`src/rtl/fir_out_decim.sv`:
```
// FIR output stage: drops pipeline warm-up samples, decimates by accumulate-and-dump,
// rounds/shifts/saturates each result and queues it in a first-word-fall-through FIFO.
module fir_out_decim #(
  parameter int unsigned DECIM      = 4,
  parameter int unsigned SHIFT      = 2,
  parameter int unsigned SKIP       = 18,
  parameter int unsigned FIFO_DEPTH = 4
) (
  input  logic                          clk,
  input  logic                          rst,
  input  logic [15:0]                   data_in,
  input  logic                          en,
  output logic [15:0]                   dec_out,
  output logic                          dec_valid,
  input  logic                          dec_ready,
  output logic [$clog2(FIFO_DEPTH):0]   fifo_level,
  output logic                          overflow
);

  localparam int unsigned PH_W   = $clog2(DECIM);
  localparam int unsigned ACC_W  = 16 + PH_W;
  localparam int unsigned SUM_W  = ACC_W + 2;
  localparam int unsigned PTR_W  = $clog2(FIFO_DEPTH);
  localparam int unsigned LVL_W  = PTR_W + 1;
  localparam int unsigned SK_W   = (SKIP > 0) ? $clog2(SKIP + 1) : 1;
  localparam int unsigned RND_I  = (SHIFT > 0) ? (1 << (SHIFT - 1)) : 0;

  localparam logic [SUM_W-1:0] RND       = SUM_W'(RND_I);
  localparam logic [PH_W-1:0]  PH_LAST   = PH_W'(DECIM - 1);
  localparam logic [SK_W-1:0]  SKIP_LAST = SK_W'((SKIP > 0) ? SKIP - 1 : 0);
  localparam logic [LVL_W-1:0] LVL_FULL  = LVL_W'(FIFO_DEPTH);

  typedef enum logic {StWarmup, StAccum} state_e;

  localparam state_e ST_RESET = (SKIP == 0) ? StAccum : StWarmup;

  state_e             r_state, w_state_d;
  logic [SK_W-1:0]    r_skip_cnt;
  logic [PH_W-1:0]    r_phase;
  logic [ACC_W-1:0]   r_acc;
  logic [15:0]        r_mem [FIFO_DEPTH];
  logic [PTR_W-1:0]   r_wptr, r_rptr;
  logic [LVL_W-1:0]   r_level;
  logic               r_overflow;

  logic [SUM_W-1:0]   w_sum, w_res;
  logic [15:0]        w_result;
  logic               w_push, w_pop, w_full, w_wr;

  always_comb begin
    w_state_d = r_state;
    if (en && r_state == StWarmup && r_skip_cnt == SKIP_LAST) begin
      w_state_d = StAccum;
    end
  end

  always_ff @(posedge clk or posedge rst) begin
    if (rst) begin
      r_state    <= ST_RESET;
      r_skip_cnt <= '0;
    end else begin
      r_state <= w_state_d;
      if (en && r_state == StWarmup) begin
        r_skip_cnt <= r_skip_cnt + SK_W'(1);
      end
    end
  end

  // Sum carries two spare bits so rounding can never wrap before saturation.
  assign w_sum    = SUM_W'(r_acc) + SUM_W'(data_in) + RND;
  assign w_res    = w_sum >> SHIFT;
  assign w_result = (|w_res[SUM_W-1:16]) ? 16'hFFFF : w_res[15:0];
  assign w_push   = en && (r_state == StAccum) && (r_phase == PH_LAST);

  always_ff @(posedge clk or posedge rst) begin
    if (rst) begin
      r_phase <= '0;
      r_acc   <= '0;
    end else if (en && r_state == StAccum) begin
      if (r_phase == PH_LAST) begin
        r_phase <= '0;
        r_acc   <= '0;
      end else begin
        r_phase <= r_phase + PH_W'(1);
        r_acc   <= r_acc + ACC_W'(data_in);
      end
    end
  end

  assign dec_valid  = (r_level != '0);
  assign w_pop      = dec_valid && dec_ready;
  assign w_full     = (r_level == LVL_FULL);
  // A full FIFO still accepts a push when the head leaves on the same edge.
  assign w_wr       = w_push && (!w_full || w_pop);
  assign dec_out    = dec_valid ? r_mem[r_rptr] : 16'h0000;
  assign fifo_level = r_level;
  assign overflow   = r_overflow;

  always_ff @(posedge clk) begin
    if (w_wr) begin
      r_mem[r_wptr] <= w_result;
    end
  end

  always_ff @(posedge clk or posedge rst) begin
    if (rst) begin
      r_wptr     <= '0;
      r_rptr     <= '0;
      r_level    <= '0;
      r_overflow <= 1'b0;
    end else begin
      if (w_wr) begin
        r_wptr <= r_wptr + PTR_W'(1);
      end
      if (w_pop) begin
        r_rptr <= r_rptr + PTR_W'(1);
      end
      if (w_wr && !w_pop) begin
        r_level <= r_level + LVL_W'(1);
      end else if (!w_wr && w_pop) begin
        r_level <= r_level - LVL_W'(1);
      end
      if (w_push && !w_wr) begin
        r_overflow <= 1'b1;
      end
    end
  end

endmodule
```
`config.mk`:
```
export PLATFORM = sky130hd
export DESIGN_NAME = fir_out_decim
export DESIGN_NICKNAME = d
export VERILOG_FILES = /design/src/rtl/fir_out_decim.sv
export SDC_FILE = /design/constraint.sdc
export NUM_CORES = 1
export LEC_CHECK = 0
export CORE_ASPECT_RATIO = 0.75
export CORE_MARGIN = 1.5
export CORE_UTILIZATION = 64
export DETAILED_ROUTE_END_ITERATION = 16
export MAX_ROUTING_LAYER = met4
export PLACE_DENSITY = 0.93
export SYNTH_ARGS = -nofsm -noshare
export SYNTH_HDL_FRONTEND = slang
export SYNTH_SLANG_ARGS = --single-unit
export TNS_END_PERCENT = 20
```
`constraint.sdc`:
```
create_clock -name clk -period 7 [get_ports clk]
set_input_delay 1.05 -clock clk [delete_from_list [all_inputs] [get_ports clk]]
set_output_delay 1.05 -clock clk [all_outputs]
set_load 0.05 [all_outputs]
```
==> results by group <==
Outcome
  • Status: complete, no violations

Synth
  • Nets in the synthesized netlist: 542
  • Share of flip-flops with an asynchronous set or reset: 34.7%
  • Avg Synthesized Cell Area: between 10 and 15 um2
  • Primary flip-flop cell chosen by synthesis mapping: edfxtp_1
  • Count of distinct cell types in the synthesized netlist: 62
  • Area of the mapped netlist: 0.00580 mm2
  • Leading post-synthesis cells by cell area: edfxtp_1 (33%), dfrtp_1 (15%), ha_1 (8.4%), mux4_2 (6.2%), fa_1 (4.5%)
  • Count of flip-flops with a built-in enable after synthesis: 64
  • Register bit total from synthesis: 98
  • Area share of the leading cell type in the synthesized netlist: 33.2%
  • Number of synthesis warnings: 0
  • Number of instances in the synthesized netlist: 470
  • Proportion of synthesized chip area in sequential cells: between 40% and 50%
  • Cell accounting for the most synthesized area: edfxtp_1

CTS
  • Skew-Pair Late Insertion Delay: 350 ps
  • Register clock-pin slew on the reported worst setup and hold paths: about 70 ps
  • Number of buffers between clock root and the deepest sink: 2
  • Post-cts sizing count: 0
  • Clock buffers created by TritonCTS: 9
  • Root Driver: clkbuf_16
  • Number of hold buffers added after CTS: 0
  • Total number of clock tree sinks: 98
  • Number of setup buffers added after CTS: 0
  • CTS HTree Levels: 3
  • CTS tree: yes

GRT
  • Maximum number of pins on one net before global-route repair: 35
  • Initial antenna violation count: 0
  • Wire length of the first global-routing pass: around 20000 um
  • Overall track demand over capacity in global routing: 27.9%
  • Number of global-route vias before repair: between 3000 and 4000
  • Congestion Overflow GR: 0

Die
  • Core region area: 0.00864 mm2
  • I/O pin count: 41
  • Row cnt: 29
  • Starting density of the core: about two thirds
  • Die area: 0.00964 mm2
  • Die height: between 80 and 90 um
  • Die X: 113 um

Placement
  • Post-Place Setup Slack: 2800 ps
  • DP Wirelength: 8320 um
  • Placed cells: approximately 600
  • Cell Area, Placed: 0.00625 mm2
  • Last weighted congestion value of the routability-driven placer: a little under 0.9
  • Number of buffers inserted by port buffering: 40

STA
  • Period Utilization, post-route: 56.7%
  • Pins over their slew limit: 0
  • Clock skew: ~7.8 ps
  • Worst slack on hold paths: 500 ps
  • Final count of negative-setup-slack endpoints: 0
  • Transition at the pin with the smallest max-transition slack: roughly 1100 ps
  • Tightest slew margin relative to the limit: a little over a quarter
  • Unrepaired setup endpoints after global routing: no
  • Min setup slack post-route: 3030 ps
  • Hold violation total from the final report: 0
  • Fmax: 252 MHz
  • Post-layout min period: 3970 ps
  • Aggregate negative setup slack: 0 ps

Cells and area
  • Net count of the finished layout: 579
  • Share of layout cells above drive strength 1: 10.4%
  • Number of standard cells in the final layout excluding fillers: between 600 and 700
  • Utilization of the core after routing: roughly three quarters
  • Area Overhead vs Synth: 13.0%
  • Final Cell Area: between 0.006 and 0.007 mm2
  • Number of diodes: 0

Critical path
  • Worst path required time: 5950 ps
  • Maximum fanout encountered on the critical timing path: 18
  • Type of the worst setup path: flip-flop to output port
  • Reg-to-reg endpoint: r_mem[1][5]
  • Reg2Reg Setup Slack: 3840 ps
  • Type of destination of the critical path: output port
  • Crit path arrival time: 2920 ps
  • Endpoint of the most critical setup path: dec_out[5]
  • Kind of start point of the critical path: flip-flop
  • Origin of the critical flop-to-flop path: r_acc[10]
  • Critical Path Start: r_rptr[0]
  • Depth of the most critical reg-to-reg path: 8

Detailed routing
  • Number of search-and-repair iterations in the first detailed-routing pass: 6
  • First-iteration detailed-routing DRC count: 320
  • Detailed-route wire length per cell: slightly below 20 um
  • Vias per cell: 6.25
  • Final wirelength: about 12000 um
  • Via count: 3876
  • Remaining design rule violation count: 0
  • Routed Antenna Nets: 0

Power
  • Overall Power: between 3 and 4 mW
  • Combinational power share: 54.6%
  • Leakage component of the power: roughly 2.6 nW
  • Maximum VDD drop: 0.000265 V
  • Clock share of power: approximately 15%
  • Total power density per cell area: 514 mW/mm2
  • Total net switching power: around 1.5 mW
  • Sequential power share: 30.6%
  • Net switching share of the total power: 43.8%
  • Internal power: 1.89 mW

Hold path
  • Hold WC Path Type: flip-flop to flip-flop

Run
  • Number of violations of the max-capacitance limit: 0
==> worst min-delay path by stage <==
stage                              from       endpoint  slack, ps  depth (start not counted)
after floorplan           r_skip_cnt[4]  r_skip_cnt[4]        450                          1
after global placement         overflow       overflow        460                          1
after detailed placement  r_skip_cnt[4]  r_skip_cnt[4]        480                          1
after CTS                 r_skip_cnt[4]  r_skip_cnt[4]        500                          1
after global routing      r_skip_cnt[4]  r_skip_cnt[4]        520                          1
final                     r_skip_cnt[4]  r_skip_cnt[4]        500                          1
==> cells in the final DEF (no fill, tap or decap), types with 3 or more instances in the layout <==
cell	count
a211oi_1	3
a21o_1	4
a21oi_1	12
a22o_1	10
a31o_2	4
a31oi_1	9
and2_1	24
clkbuf_16	9
clkdlybuf4s50_1	40
dfrtp_1	34
edfxtp_1	64
fa_1	13
ha_1	39
inv_1	37
mux2_2	4
mux2i_1	4
mux4_2	16
nand2_1	35
nand2b_1	6
nand3_1	4
nand4_1	6
nor2_1	22
nor2b_1	8
nor3_1	3
o21ai_0	16
o21ai_1	4
o31ai_1	4
xnor2_1	24
xor2_1	9
==> power by group through the flow <==
stage                     registers, mW  logic (mW)  clock network, mW
after floorplan                   0.991        1.38                  0
after global placement             1.02        1.70                  0
final                              1.03        1.84              0.497
after detailed placement           1.04        1.79                  0
after global routing               1.05        1.98              0.524
after CTS                          1.03        1.82              0.500
==> cell type report <==
type,count,area [um2]
Multi-Input combinational cell,320,2800
Sequential cell,98,2770
Fill cell,554,2090
Timing Repair Buffer,41,408
Clock buffer,11,233
Inverter,37,139
Tap cell,108,135
Clock inverter,5,63.8
==> state kept, by name, summed over array words and instances (netlist names) <==
| register | flops |
|---|---|
| fifo_level | 3 |
| overflow | 1 |
| r_acc | 18 |
| r_mem | 64 |
| r_phase | 2 |
| r_rptr | 2 |
| r_skip_cnt | 5 |
| r_state | 1 |
| r_wptr | 2 |
==> cells in the mapped netlist (7+ instances only) <==
library cell  instances
nor2b_1               8
edfxtp_1             64
a22o_1               10
nor2_1               22
ha_1                 39
xnor2_1              24
dfrtp_1              34
fa_1                 13
a21oi_1              12
and2_1               24
nand2_1              35
inv_1                37
xor2_1                9
mux4_2               16
a31oi_1               9
o21ai_0              16
clkbuf_1              7
==> worst max-delay path: stages (launching register included) <==
cell and delay, ps:
dfrtp_1 1060, mux4_2 620, and2_1 180, clkdlybuf4s50_1 700
==> cell families after synthesis <==
logic type | synth area share (%)
compound gates | 12.0
xor+xnor | 5.27
fa+ha+maj | 12.9
buf+inv | 3.89
flops | 47.8
mux | 7.69
simple gates | 10.4
==> metal layers <==
| metal | share of wire [%] | wire length [um] | global-route usage, % | up-vias |
|---|---|---|---|---|
| li1 | - | - | - | 1778 |
| met4 | 1.2 | 150 | 7.05 | 0 |
| met2 | 50 | 6090 | 47.0 | 144 |
| met5 | 0 | 0 | - | - |
| met3 | 5.4 | 651 | 6.14 | 22 |
| met1 | 43 | 5180 | 34.9 | 1932 |
Power figures use the tool's default switching activity.
